===== src/rtl/disp_serial_rx_pkg.sv =====
`default_nettype none
// +----------------------------------------------------------------------------+
// | Package  : disp_serial_pkg                                                 |
// | Brief    : Shared types and sizing helpers for the display-link receiver.  |
// | Revision : 1.0                                                             |
// +----------------------------------------------------------------------------+
package disp_serial_pkg;

    localparam int DATA_W_DEF         = 16;
    localparam int TIMEOUT_CYCLES_DEF = 4096;

    typedef enum logic [1:0] {
        IDLE  = 2'd0,
        SHIFT = 2'd1,
        FULL  = 2'd2,
        OVER  = 2'd3
    } state_t;

    // Bits needed to hold the values 0..n-1 (never less than one bit).
    function automatic int clog2(input int n);
        int w;
        w = 1;
        while ((1 << w) < n) w++;
        return w;
    endfunction

    localparam int TIMER_W_DEF = clog2(TIMEOUT_CYCLES_DEF);

endpackage
`default_nettype wire


===== src/rtl/disp_serial_rx_if.sv =====
`default_nettype none
// +----------------------------------------------------------------------------+
// | Interface : disp_serial_rx_if                                              |
// | Brief     : Link pins and received-word outputs of the display receiver.   |
// | Revision  : 1.0                                                            |
// +----------------------------------------------------------------------------+
interface disp_serial_rx_if
    import disp_serial_pkg::*;
#(
    parameter int DATA_W = DATA_W_DEF
);
    logic              sclk_in;
    logic              sdata_in;
    logic              latch_in;
    logic [DATA_W-1:0] data_out;
    logic              data_valid;
    logic              busy;
    logic              frame_err;

    modport master (
        output sclk_in, sdata_in, latch_in,
        input  data_out, data_valid, busy, frame_err
    );

    modport slave (
        input  sclk_in, sdata_in, latch_in,
        output data_out, data_valid, busy, frame_err
    );
endinterface
`default_nettype wire


===== src/rtl/disp_serial_rx_sync_edge.sv =====
`default_nettype none
// +----------------------------------------------------------------------------+
// | Module   : sync_edge                                                       |
// | Brief    : Multi-flop synchronizer with rising-edge detect on the output.  |
// | Revision : 1.0                                                             |
// +----------------------------------------------------------------------------+
module sync_edge #(
    parameter int SYNC_STAGES = 2
) (
    input  wire logic clk,
    input  wire logic rst,
    input  wire logic i_d,
    output logic      o_level,
    output logic      o_rise
);
    logic [SYNC_STAGES-1:0] r_sync;
    logic                   r_prev;

    always_ff @(posedge clk or posedge rst) begin
        if (rst) begin
            r_sync <= '0;
            r_prev <= 1'b0;
        end else begin
            r_sync <= {r_sync[SYNC_STAGES-2:0], i_d};
            r_prev <= r_sync[SYNC_STAGES-1];
        end
    end

    assign o_level = r_sync[SYNC_STAGES-1];
    assign o_rise  = r_sync[SYNC_STAGES-1] & ~r_prev;

endmodule
`default_nettype wire


===== src/rtl/disp_serial_rx.sv =====
`default_nettype none
// +----------------------------------------------------------------------------+
// | Module   : disp_serial_rx                                                  |
// | Brief    : 3-wire display link receiver (sclk/sdata/latch), MSB first.     |
// |            Define FRAME_CHECK_EN to reject frames that are not DATA_W bits.|
// | Revision : 1.0                                                             |
// +----------------------------------------------------------------------------+
module disp_serial_rx
    import disp_serial_pkg::*;
#(
    parameter int DATA_W         = DATA_W_DEF,
    parameter int SYNC_STAGES    = 2,
    parameter int TIMEOUT_CYCLES = TIMEOUT_CYCLES_DEF
) (
    input  wire logic       clk,
    input  wire logic       reset_in,
    disp_serial_rx_if.slave bus
);
    localparam int CNT_W   = clog2(DATA_W + 2);
    localparam int TIMER_W = clog2(TIMEOUT_CYCLES);

    localparam logic [CNT_W-1:0]   C_CNT_FULL   = CNT_W'(DATA_W);
    localparam logic [CNT_W-1:0]   C_CNT_MAX    = CNT_W'(DATA_W + 1);
    localparam logic [TIMER_W-1:0] C_TIMER_LAST = TIMER_W'(TIMEOUT_CYCLES - 1);

    logic w_sclk_rise;
    logic w_sclk_lvl_unused;
    logic w_sdata_lvl;
    logic w_sdata_rise_unused;
    logic w_latch_rise;
    logic w_latch_lvl_unused;

    state_t              r_state;
    state_t              w_state_next;
    logic [DATA_W-1:0]   r_shreg;
    logic [DATA_W-1:0]   w_shreg_next;
    logic [CNT_W-1:0]    r_bit_cnt;
    logic [CNT_W-1:0]    w_cnt_shift;
    logic [CNT_W-1:0]    w_cnt_next;
    logic [TIMER_W-1:0]  r_timer;
    logic [TIMER_W-1:0]  w_timer_next;
    logic                w_timeout;
    logic                w_accept;
    logic [DATA_W-1:0]   r_data;
    logic                r_valid;

    sync_edge #(.SYNC_STAGES(SYNC_STAGES)) u_sync_sclk (
        .clk     (clk),
        .rst     (reset_in),
        .i_d     (bus.sclk_in),
        .o_level (w_sclk_lvl_unused),
        .o_rise  (w_sclk_rise)
    );

    sync_edge #(.SYNC_STAGES(SYNC_STAGES)) u_sync_sdata (
        .clk     (clk),
        .rst     (reset_in),
        .i_d     (bus.sdata_in),
        .o_level (w_sdata_lvl),
        .o_rise  (w_sdata_rise_unused)
    );

    sync_edge #(.SYNC_STAGES(SYNC_STAGES)) u_sync_latch (
        .clk     (clk),
        .rst     (reset_in),
        .i_d     (bus.latch_in),
        .o_level (w_latch_lvl_unused),
        .o_rise  (w_latch_rise)
    );

    // The shift is resolved first so a latch in the same cycle sees the new bit.
    always_comb begin
        w_shreg_next = r_shreg;
        w_cnt_shift  = r_bit_cnt;
        if (w_sclk_rise) begin
            w_shreg_next = {r_shreg[DATA_W-2:0], w_sdata_lvl};
            if (r_bit_cnt != C_CNT_MAX) begin
                w_cnt_shift = r_bit_cnt + 1'b1;
            end
        end

        w_timeout = (r_state != IDLE) && !w_sclk_rise && (r_timer == C_TIMER_LAST);

`ifdef FRAME_CHECK_EN
        w_accept = (w_cnt_shift == C_CNT_FULL);
`else
        w_accept = 1'b1;
`endif

        w_state_next = r_state;
        case (r_state)
            IDLE:    if (w_sclk_rise) w_state_next = SHIFT;
            SHIFT:   if (w_sclk_rise && (w_cnt_shift == C_CNT_FULL)) w_state_next = FULL;
            FULL:    if (w_sclk_rise) w_state_next = OVER;
            default: w_state_next = OVER;
        endcase

        w_cnt_next = w_cnt_shift;
        if (w_latch_rise || w_timeout) begin
            w_state_next = IDLE;
            w_cnt_next   = '0;
        end

        if ((w_state_next == IDLE) || w_sclk_rise) begin
            w_timer_next = '0;
        end else begin
            w_timer_next = r_timer + 1'b1;
        end
    end

    always_ff @(posedge clk or posedge reset_in) begin
        if (reset_in) begin
            r_state <= IDLE;
        end else begin
            r_state <= w_state_next;
        end
    end

    always_ff @(posedge clk or posedge reset_in) begin
        if (reset_in) begin
            r_shreg   <= '0;
            r_bit_cnt <= '0;
            r_timer   <= '0;
            r_data    <= '0;
            r_valid   <= 1'b0;
        end else begin
            r_shreg   <= w_shreg_next;
            r_bit_cnt <= w_cnt_next;
            r_timer   <= w_timer_next;
            r_valid   <= w_latch_rise && w_accept;
            if (w_latch_rise && w_accept) begin
                r_data <= w_shreg_next;
            end
        end
    end

`ifdef FRAME_CHECK_EN
    logic r_frame_err;

    always_ff @(posedge clk or posedge reset_in) begin
        if (reset_in) begin
            r_frame_err <= 1'b0;
        end else begin
            r_frame_err <= w_latch_rise && !w_accept;
        end
    end

    assign bus.frame_err = r_frame_err;
`else
    assign bus.frame_err = 1'b0;
`endif

    assign bus.data_out   = r_data;
    assign bus.data_valid = r_valid;
    assign bus.busy       = (r_bit_cnt != '0);

endmodule
`default_nettype wire


===== src/flat_wrapper.sv =====
// flat-port wrapper written by rule: the top's interface ports become plain ports
module disp_serial_rx_flat import disp_serial_pkg::*;
#(
    parameter int DATA_W         = DATA_W_DEF,
    parameter int SYNC_STAGES    = 2,
    parameter int TIMEOUT_CYCLES = TIMEOUT_CYCLES_DEF
)
  (clk, reset_in, bus_sclk_in, bus_sdata_in, bus_latch_in, bus_data_out, bus_data_valid, bus_busy, bus_frame_err);
  disp_serial_rx_if #(.DATA_W(DATA_W)) bus_i ();
  input  wire logic clk;
  input  wire logic reset_in;
  input wire logic [$bits(bus_i.sclk_in)-1:0] bus_sclk_in;
  input wire logic [$bits(bus_i.sdata_in)-1:0] bus_sdata_in;
  input wire logic [$bits(bus_i.latch_in)-1:0] bus_latch_in;
  output wire logic [$bits(bus_i.data_out)-1:0] bus_data_out;
  output wire logic [$bits(bus_i.data_valid)-1:0] bus_data_valid;
  output wire logic [$bits(bus_i.busy)-1:0] bus_busy;
  output wire logic [$bits(bus_i.frame_err)-1:0] bus_frame_err;
  assign bus_i.sclk_in = bus_sclk_in;
  assign bus_i.sdata_in = bus_sdata_in;
  assign bus_i.latch_in = bus_latch_in;
  assign bus_data_out = bus_i.data_out;
  assign bus_data_valid = bus_i.data_valid;
  assign bus_busy = bus_i.busy;
  assign bus_frame_err = bus_i.frame_err;
  disp_serial_rx #(.DATA_W(DATA_W), .SYNC_STAGES(SYNC_STAGES), .TIMEOUT_CYCLES(TIMEOUT_CYCLES)) u_core (.clk(clk), .reset_in(reset_in), .bus(bus_i));
endmodule

===== config.mk =====
export PLATFORM = sky130hd
export DESIGN_NAME = disp_serial_rx_flat
export DESIGN_NICKNAME = d
export VERILOG_FILES = /design/src/rtl/disp_serial_rx_pkg.sv /design/src/rtl/disp_serial_rx_if.sv /design/src/rtl/disp_serial_rx_sync_edge.sv /design/src/rtl/disp_serial_rx.sv /design/src/flat_wrapper.sv
export SDC_FILE = /design/constraint.sdc
export NUM_CORES = 1
export LEC_CHECK = 0
export CAP_MARGIN = 25
export CORE_ASPECT_RATIO = 0.9
export CORE_MARGIN = 2
export CORE_UTILIZATION = 60
export CTS_CLUSTER_DIAMETER = 150
export DETAILED_ROUTE_END_ITERATION = 8
export GPL_ROUTABILITY_DRIVEN = 1
export PLACE_DENSITY = 0.83
export REMOVE_ABC_BUFFERS = 1
export SYNTH_ARGS = -nofsm -noshare
export SYNTH_HDL_FRONTEND = slang
export SYNTH_SLANG_ARGS = --single-unit
export TNS_END_PERCENT = 10

===== constraint.sdc =====
create_clock -name clk -period 4.9 [get_ports clk]
set_input_delay 0.98 -clock clk [delete_from_list [all_inputs] [get_ports clk]]
set_output_delay 0.98 -clock clk [all_outputs]
set_load 0.01 [all_outputs]

Word level (Yosys, flattened, before mapping)
Cells that the tools add are included.
{ "word_totals": {"latchBits": 0, "romBits": 0, "register_bits": 60, "in_bits": 5, "wordCells": 42, "n_memories": 0, "out_inout_bits": 19, "ram_bits": 0} }
{ "classes": {"div": 0, "magnitude_cmp": 0, "mul": 0, "n_reduce_logical": 10, "n_addsub": 2, "n_eq_ne": 5, "muxes": 10, "n_bitwise": 4, "n_shift": 0} }
{ "ops": {"columns": ["operator", "count"], "rows": [
  ["$mux W16", 1],
  ["$mux W5", 3],
  ["$add A12 B1 Y12 const B", 1],
  ["$eq A12 B12 Y1 const B", 1],
  ["$mux W12", 1],
  ["$mux W2", 4],
  ["$pmux W2 S3", 1],
  ["$add A5 B1 Y5 const B", 1],
  ["$eq A5 B5 Y1 const B", 1],
  ["$ne A5 B5 Y1 const B", 1],
  ["$reduce_bool A5 Y1", 1],
  ["$logic_not A2 Y1", 2],
  ["$logic_and A1 B1 Y1", 3],
  ["$and A1 B1 Y1", 2],
  ["$eq A2 B1 Y1 const B", 1],
  ["$eq A2 B2 Y1 const B", 1],
  ["$logic_or A1 B1 Y1", 2],
  ["$not A1 Y1", 2],
  ["$reduce_bool A2 Y1", 1],
  ["$logic_not A1 Y1", 1]
]} }

Logic depth before layout (Yosys ltp)
Gate-level depths: netlist of the first run.
{ "depth": {"ltp_word": 11, "mapped_depth": 6, "mapped_depth_nobuf": 6} }

Modules after synthesis
A second synthesis of the first run with hierarchy kept.
{ "hier_totals": {"hier_cells": 197, "hier_area_um2": 2567.5} }
{ "modules_own_cells": {"columns": ["mod", "instances", "seq_area_each_um2", "cells_per_inst", "area_per_inst_um2"], "rows": [
  ["disp_serial_rx", 1, 1301.2, 182, 2289.7],
  ["sync_edge", 3, 75.1, 5, 92.6]
]} }

Worst setup path before layout of the first run
No wires, ideal clock.
{ "synth_timing": {"path_type": "reg-to-output", "startpoint": "reg u_core.r_bit_cnt[0]", "endpoint": "out bus_busy", "arrival_ns": 0.798, "stages_incl_launch_ff": 4, "t_required_ns": 3.920, "path_slack_ns": 3.122, "path_cell_list": "dfrtp_1 > inv_1 > ha_1 > nand3b_1"} }
{ "synth_between": {"elab_chain_cells": 1} }
{ "synth_rtl": {"columns": ["item", "line", "text"], "rows": [
  ["start, declared", "disp_serial_rx.sv:37", "logic [CNT_W-1:0] r_bit_cnt;"],
  ["start signal, assigned", "disp_serial_rx.sv:128", "r_bit_cnt <= w_cnt_next;"],
  ["$reduce_bool A5 Y1", "disp_serial_rx.sv:155", "assign bus.busy = (r_bit_cnt != '0);"],
  ["end, declared", "flat_wrapper.sv:17", "output wire logic [$bits(bus_i.busy)-1:0] bus_busy;"]
]} }
No other way between the ends.

Worst setup path in the final report of the first run
Same ends and word-level chain as after synthesis.

==> metrics.yaml, run 1 <==
outcome:
  outcome: "finished clean"
logic_synthesis:
  ys.flop_type: "dfrtp_1"
  seq_area_frac_synth_pct: 59.7
  syn_inst: 226
  synth-edff-count: 0
  syn_avg_cell_area_um2: 11.1
  synth_seq_cells: 60
  ys_warn_count: 0
  syn-cell-area_um2: 2520
  async_reset_ff_share_pct: 100
  yosysUniqueCellTypes: 40
sta:
  slew_violations: 0
  fin_crit_sh_pct: 54.9
  setup_viol: 0
  skew_ns: 0.00736
  rsz0062_at_grt: "false"
  tightest_slew_ns: 0.793
  period_needed_ns: 2.69
  hold_violations: 0
  slew_headroom_pct: 47.1
  fin_ws_ns: 2.21
  fmax_ghz: 0.372
  setup-tns-final_ns: 0
cts:
  cts_buffer_depth: 2
  cts_resized: 0
  cts_hold_buf: 0
  htreeDepth: 3
  clk_pin_slew_ns: 0.07
  cts_root_buf: "clkbuf_8"
  cts.sink_count: 60
  postCtsSetupBuffers: 0
  clk_latency_ns: 0.34
  cts_tree: "yes"
  cts_buffers: 9
critical_path:
  timing.rr.start: "u_core.u_sync_latch.r_sync[1]"
  cp_data_arrival_time_ns: 1.71
  cp_max_fo: 6
  crit_type: "reg2out"
  start_kind: "flop"
  end_kind: "output pin"
  critPathLaunch: "u_core.r_bit_cnt[0]"
  cp.required_ns: 3.92
cells_and_area:
  final_nets: 262
  final_cell_mix: "dfrtp_1 (60), nand2_1 (56), clkdlybuf4s50_1 (22)"
  layout-drive-gt1-share_pct: 17.1
  areaGrowthSynthToFinish_pct: 21.2
  layout_commonest_cell: "dfrtp_1"
  antenna_cells: 0
routing:
  vias: 1673
  drcViolationCount: 0
  drtIter0Drc: 96
  wl_per_cell_um: 15.3
  wl_mm: 4.68
  ant_nets: 0
  detail_route.vias_per_cell: 5.47
  dr.pass1.iters: 4
pwr:
  ir_drop_mv: 0.440
  p_leak_nw: 1.40
  power_frac_comb_pct: 19.7
  switching_power_mw: 0.414
  power_density_nw_per_um2: 518
  p_clk_share_pct: 37.7
  pwr-share-seq_pct: 42.6
  switching_share_pct: 26.2
  power_mw: 1.58
  p_int_mw: 1.17
global_route:
  antenna_found_initial: 0
  overflow: 0
  grt_max_degree: 61
  grt_pass1_vias: 1777
  grt_pass1_wl_mm: 8.06
  grt_usage_pct: 23.4
placement:
  dp_worst_setup_slack_ns: 2.57
  numPortBuffers: 22
  gp_congestion: 0.797
  post-dp-hpwl_mm: 2.85
run:
  max-cap-violations: 0
floorplanning:
  io_pins: 24
  rows: 22
  initial_core_util_pct: 62.2
  die_h_um: 65.4
  dieArea_um2: 4730
  die_x_um: 72.3
  design.core.area_um2: 4050
min_path:
  hold_class: "reg2reg"
  min_from: "u_core.u_sync_sdata.r_sync[0]"
[metrics by stage]
stage	utilization [%]	area (µm²)	hold WS, ns	std cells
after floorplan	-	2470	0.331	217
after global placement	68.3	2770	0.333	289
after detailed placement	68.3	2770	0.335	289
after CTS	75.0	3040	0.350	305
after global routing	75.4	3050	0.358	306
final	75.4	3050	0.348	306
[worst max-delay path, stage by stage (launching register included)]
cell             delay, ns
dfrtp_1               0.48
inv_1                 0.10
ha_1                  0.20
nand3b_1              0.07
clkdlybuf4s50_1       0.53
[layer usage]
layer	track usage, %	share of wire, %	vias up
met3	9.05	5.7	13
met5	0	0	-
met1	29.3	44	815
met4	10.8	1.7	0
met2	36.0	48	42
li1	-	-	803
[flip-flops by register name, indices dropped and copies added (netlist names), 2 cells and up]
| signal | count |
|---|---|
| u_core.u_sync_sclk.r_sync | 2 |
| u_core.r_state | 2 |
| u_core.bus.data_out | 16 |
| u_core.r_timer | 12 |
| u_core.u_sync_sdata.r_sync | 2 |
| u_core.r_bit_cnt | 5 |
| u_core.u_sync_latch.r_sync | 2 |
| u_core.r_shreg | 16 |
[worst paths after layout]
kind	endpoint	slack (ns)	cells after the start
min reg2reg	u_core.u_sync_sdata.r_sync[1]	0.35	0
min	u_core.u_sync_sdata.r_sync[1]	0.35	0
max reg2reg	u_core.bus.data_out[4]	2.91	4
max in group asynchronous	u_core.r_timer[10]	3.27	3
min in group asynchronous	u_core.u_sync_latch.r_sync[1]	1.16	3
max	bus_busy	2.21	4
[final cells by class]
cell class	instances	area [µm²]
Sequential cell	60	1500
Fill cell	264	996
Multi-Input combinational cell	150	942
Timing Repair Buffer	25	250
Clock inverter	7	146
Clock buffer	9	124
Tap cell	48	60.1
Inverter	7	26.3
[logic make-up (layout without fill, tap and decap cells)]
kind of cell / after synthesis / in the layout / synth area share [%]
AO/OA/AOI/OAI: 16 / 16 / 4.62
XOR/XNOR: 14 / 14 / 4.87
adder cells (fa/ha/maj): 4 / 4 / 1.99
buffers and inverters: 16 / 48 / 2.98
flip-flops: 60 / 60 / 59.7
multiplexers: 16 / 16 / 7.16
other: 1 / 1 / 0.149
AND/OR/NAND/NOR: 99 / 99 / 18.5
[cells in the mapped netlist, types with 2 or more instances]
cell / instances / area [µm²]
dfrtp_1: 60 / 1500
nand2_1: 56 / 210
nor2_1: 18 / 67.6
mux2_2: 16 / 180
xor2_1: 10 / 87.6
inv_1: 6 / 22.5
nand3_1: 6 / 30.0
clkbuf_1: 4 / 15.0
ha_1: 4 / 50.1
xnor2_1: 4 / 35.0
a21oi_1: 3 / 15.0
and4_1: 3 / 26.3
buf_2: 3 / 15.0
nand4_1: 3 / 18.8
o21ai_0: 3 / 15.0
nand2b_1: 2 / 12.5
nor4_1: 2 / 12.5
[power groups by stage]
stage                     registers [mW]  logic, mW  clock network, mW
after floorplan                    0.684      0.148                  0
after global placement             0.670      0.296                  0
after detailed placement           0.677      0.306                  0
after CTS                          0.673      0.313              0.604
after global routing               0.684      0.343              0.625
final                              0.673      0.312              0.595
Note: power is estimated with default switching activity, not from simulation.
==> inputs of run 2 (changes only) <==
--- a/config.mk
+++ b/config.mk
@@ -8,11 +8,11 @@
 export CAP_MARGIN = 25
 export CORE_ASPECT_RATIO = 0.9
 export CORE_MARGIN = 2
-export CORE_UTILIZATION = 60
+export CORE_UTILIZATION = 51
 export CTS_CLUSTER_DIAMETER = 150
 export DETAILED_ROUTE_END_ITERATION = 8
 export GPL_ROUTABILITY_DRIVEN = 1
-export PLACE_DENSITY = 0.83
+export PLACE_DENSITY = 0.75
 export REMOVE_ABC_BUFFERS = 1
 export SYNTH_ARGS = -nofsm -noshare
 export SYNTH_HDL_FRONTEND = slang
==> constraint.sdc (replaced) <==
create_clock -name clk -period 2.3 [get_ports clk]
set_input_delay 0.46 -clock clk [delete_from_list [all_inputs] [get_ports clk]]
set_output_delay 0.46 -clock clk [all_outputs]
set_load 0.01 [all_outputs]
==> metrics.yaml, run 2 (synthesis results as in run 1) <==
floorplanning:
  rows: 24  # was 22
  dieArea_um2: 5510  # was 4730 µm²
  initial_core_util_pct: 52.4  # was 62.2%
  die_h_um: 70.6  # was 65.4 µm
  io_pins: 24  # unchanged
  die_x_um: 78.0  # was 72.3 µm
  design.core.area_um2: 4800  # was 4050 µm²
critical_path:
  cp.required_ns: 1.84  # was 3.92 ns
  path_cells: "inv_1 > ha_1 > nand3b_1 > clkdlybuf4s50_1"  # unchanged
  regToRegEndpoint: "u_core.r_state[1]"  # was u_core.bus.data_out[4]
  cp_max_fo: 6  # unchanged
  slowest_delay_ns: 0.53  # about the same
  crit_type: "reg2out"  # unchanged
  timing.rr.start: "u_core.r_bit_cnt[1]"  # was u_core.u_sync_latch.r_sync[1]
  end_kind: "output pin"  # unchanged
  r2r_cells: 6  # was 4
  reg2reg_slack_ns: 0.45  # was 2.91 ns
  cp_top_family: "buffers and inverters"  # unchanged
  slowest_stage: "clkdlybuf4s50_1"  # unchanged
  path_buf_inv: 2  # unchanged
  cp_data_arrival_time_ns: 1.70  # was 1.71 ns
  start_kind: "flop"  # unchanged
routing:
  drcViolationCount: 0  # unchanged
  wl_mm: 4.31  # was 4.68 mm
  vias: 1639  # was 1673
  dr.pass1.iters: 4  # unchanged
  detail_route.vias_per_cell: 5.03  # was 5.47
  wl_per_cell_um: 13.2  # was 15.3 µm
  ant_nets: 0  # unchanged
  drtIter0Drc: 78  # was 96
cells_and_area:
  antenna_cells: 0  # unchanged
  areaGrowthSynthToFinish_pct: 20.4  # was 21.2%
  layout_commonest_cell: "dfrtp_1"  # unchanged
  final_cell_mix: "dfrtp_1 (60), nand2_1 (56), clkdlybuf4s50_1 (22)"  # unchanged
  fin_util_pct: 63.0  # was 75.4%
  n_fill_cell: 387  # was 264
  layout-drive-gt1-share_pct: 18.0  # was 17.1%
  final_nets: 265  # was 262
cts:
  postCtsSetupBuffers: 0  # unchanged
  cts_tree: "yes"  # unchanged
  cts.sink_count: 60  # unchanged
  clk_pin_slew_ns: 0.07  # about the same
  clk_latency_ns: 0.34  # about the same
  cts_buffers: 9  # unchanged
  htreeDepth: 3  # unchanged
  cts_resized: 0  # unchanged
  cts_buffer_depth: 2  # unchanged
  cts_hold_buf: 0  # unchanged
  cts_root_buf: "clkbuf_8"  # unchanged
global_route:
  grt_usage_pct: 17.8  # was 23.4%
  antenna_found_initial: 0  # unchanged
  grt_pass1_vias: 1658  # was 1777
  grt_max_degree: 61  # unchanged
  grt.met1_usage_pct: 23.6  # was 29.3%
  busiest_layer: "met2"  # unchanged
  overflow: 0  # unchanged
  grtUsageMet2_pct: 27.1  # was 36.0%
  met3_usage_pct: 6.51  # was 9.05%
  grt_pass1_wl_mm: 7.50  # was 8.06 mm
sta:
  fin_crit_sh_pct: 94.1
  setup-tns-final_ns: 0  # unchanged
  period_needed_ns: 2.16
  fmax_ghz: 0.462
  setup_viol: 0  # unchanged
  tightest_slew_ns: 0.589  # was 0.793 ns
  rsz0062_at_grt: "false"  # unchanged
  slew_headroom_pct: 60.5  # was 47.1%
  skew_ns: 0.00977  # was 0.00736 ns
  hold_violations: 0  # unchanged
  slew_violations: 0  # unchanged
pwr:
  power_mw: 3.02  # was 1.58 mW
  p_leak_nw: 1.38  # was 1.40 nW
  power_density_nw_per_um2: 997  # was 518 nW/µm²
  ir_drop_mv: 0.609  # was 0.440 mV
run:
  max-cap-violations: 0  # unchanged
min_path:
  hold-path-endpoint: "u_core.u_sync_sdata.r_sync[1]"  # unchanged
  hold_class: "reg2reg"  # unchanged
  hold_path_depth: 0  # unchanged
  min_from: "u_core.u_sync_sdata.r_sync[0]"  # unchanged
placement:
  gp_congestion: 0.880  # was 0.797
  post-dp-hpwl_mm: 2.86  # was 2.85 mm
  numPortBuffers: 22  # unchanged
outcome:
  outcome: "finished clean"  # unchanged
-- run 2: cell types whose count changed in the layout (fill, tap and decap cells not counted), sizes merged --
cell and change:
bufinv -3, clkinvlp +2, clkinv +2, buf +3
inv -1
-- run 2: per-stage QoR --
stage                     cells  setup WS [ns]  instance area [µm²]  hold slack, ns
after floorplan             217         0.0548                 2470           0.331
final                       326          0.135                 3030           0.352
after global placement      310          0.504                 2830           0.331
after global routing        326         0.0444                 3030           0.366
after detailed placement    310          0.449                 2830           0.336
after CTS                   326          0.113                 3030           0.353
-- run 2: power by group --
| part | internal [mW] | leakage, nW | total, mW | switching [mW] |
|---|---|---|---|---|
| logic | 0.361 | 0.511 | 0.657 | 0.296 |
| registers | 1.29 | 0.773 | 1.43 | 0.136 |
| clock network | 0.504 | 0.0958 | 0.937 | 0.433 |
-- run 2: area by class of cell --
| type | instances | area, µm² | area share, % |
|---|---|---|---|
| multi-input combinational | 150 | 942 | 31.1 |
| tap | 65 | 81.3 | 2.68 |
| inverter | 7 | 26.3 | 0.867 |
| timing repair buffer | 28 | 278 | 9.17 |
| clock buffer | 9 | 124 | 4.09 |
| sequential | 60 | 1500 | 49.6 |
| clock inverter | 7 | 76.3 | 2.52 |
-- run 2: worst max path at each step --
stage / cells after the start / startpoint / slack (ns) / end
detailed placement: 6 / u_core.r_bit_cnt[1] / 0.45 / u_core.r_state[1]
finish: 4 / u_core.r_bit_cnt[0] / 0.14 / bus_busy
floorplan: 4 / u_core.u_sync_sclk.r_sync[1] / 0.05 / u_core.r_state[1]
global placement: 6 / u_core.r_bit_cnt[1] / 0.50 / u_core.r_state[1]
CTS: 4 / u_core.r_bit_cnt[0] / 0.11 / bus_busy
global route: 4 / u_core.r_bit_cnt[0] / 0.04 / bus_busy
-- run 2: metal layers --
metal | routed length, µm | part of all wire (%)
met1 | 2070 | 48
met2 | 2020 | 47
met3 | 180 | 4.2
met4 | 40 | 0.93
met5 | 0 | 0
==> inputs of run 3 (changes only) <==
--- a/config.mk
+++ b/config.mk
@@ -11,7 +11,7 @@
 export CORE_UTILIZATION = 51
 export CTS_CLUSTER_DIAMETER = 150
 export DETAILED_ROUTE_END_ITERATION = 8
-export GPL_ROUTABILITY_DRIVEN = 1
+export GPL_ROUTABILITY_DRIVEN = 0
 export PLACE_DENSITY = 0.75
 export REMOVE_ABC_BUFFERS = 1
 export SYNTH_ARGS = -nofsm -noshare
==> results of run 3 <==
Same layout as run 2: the final DEF is identical, and so are final timing and power.
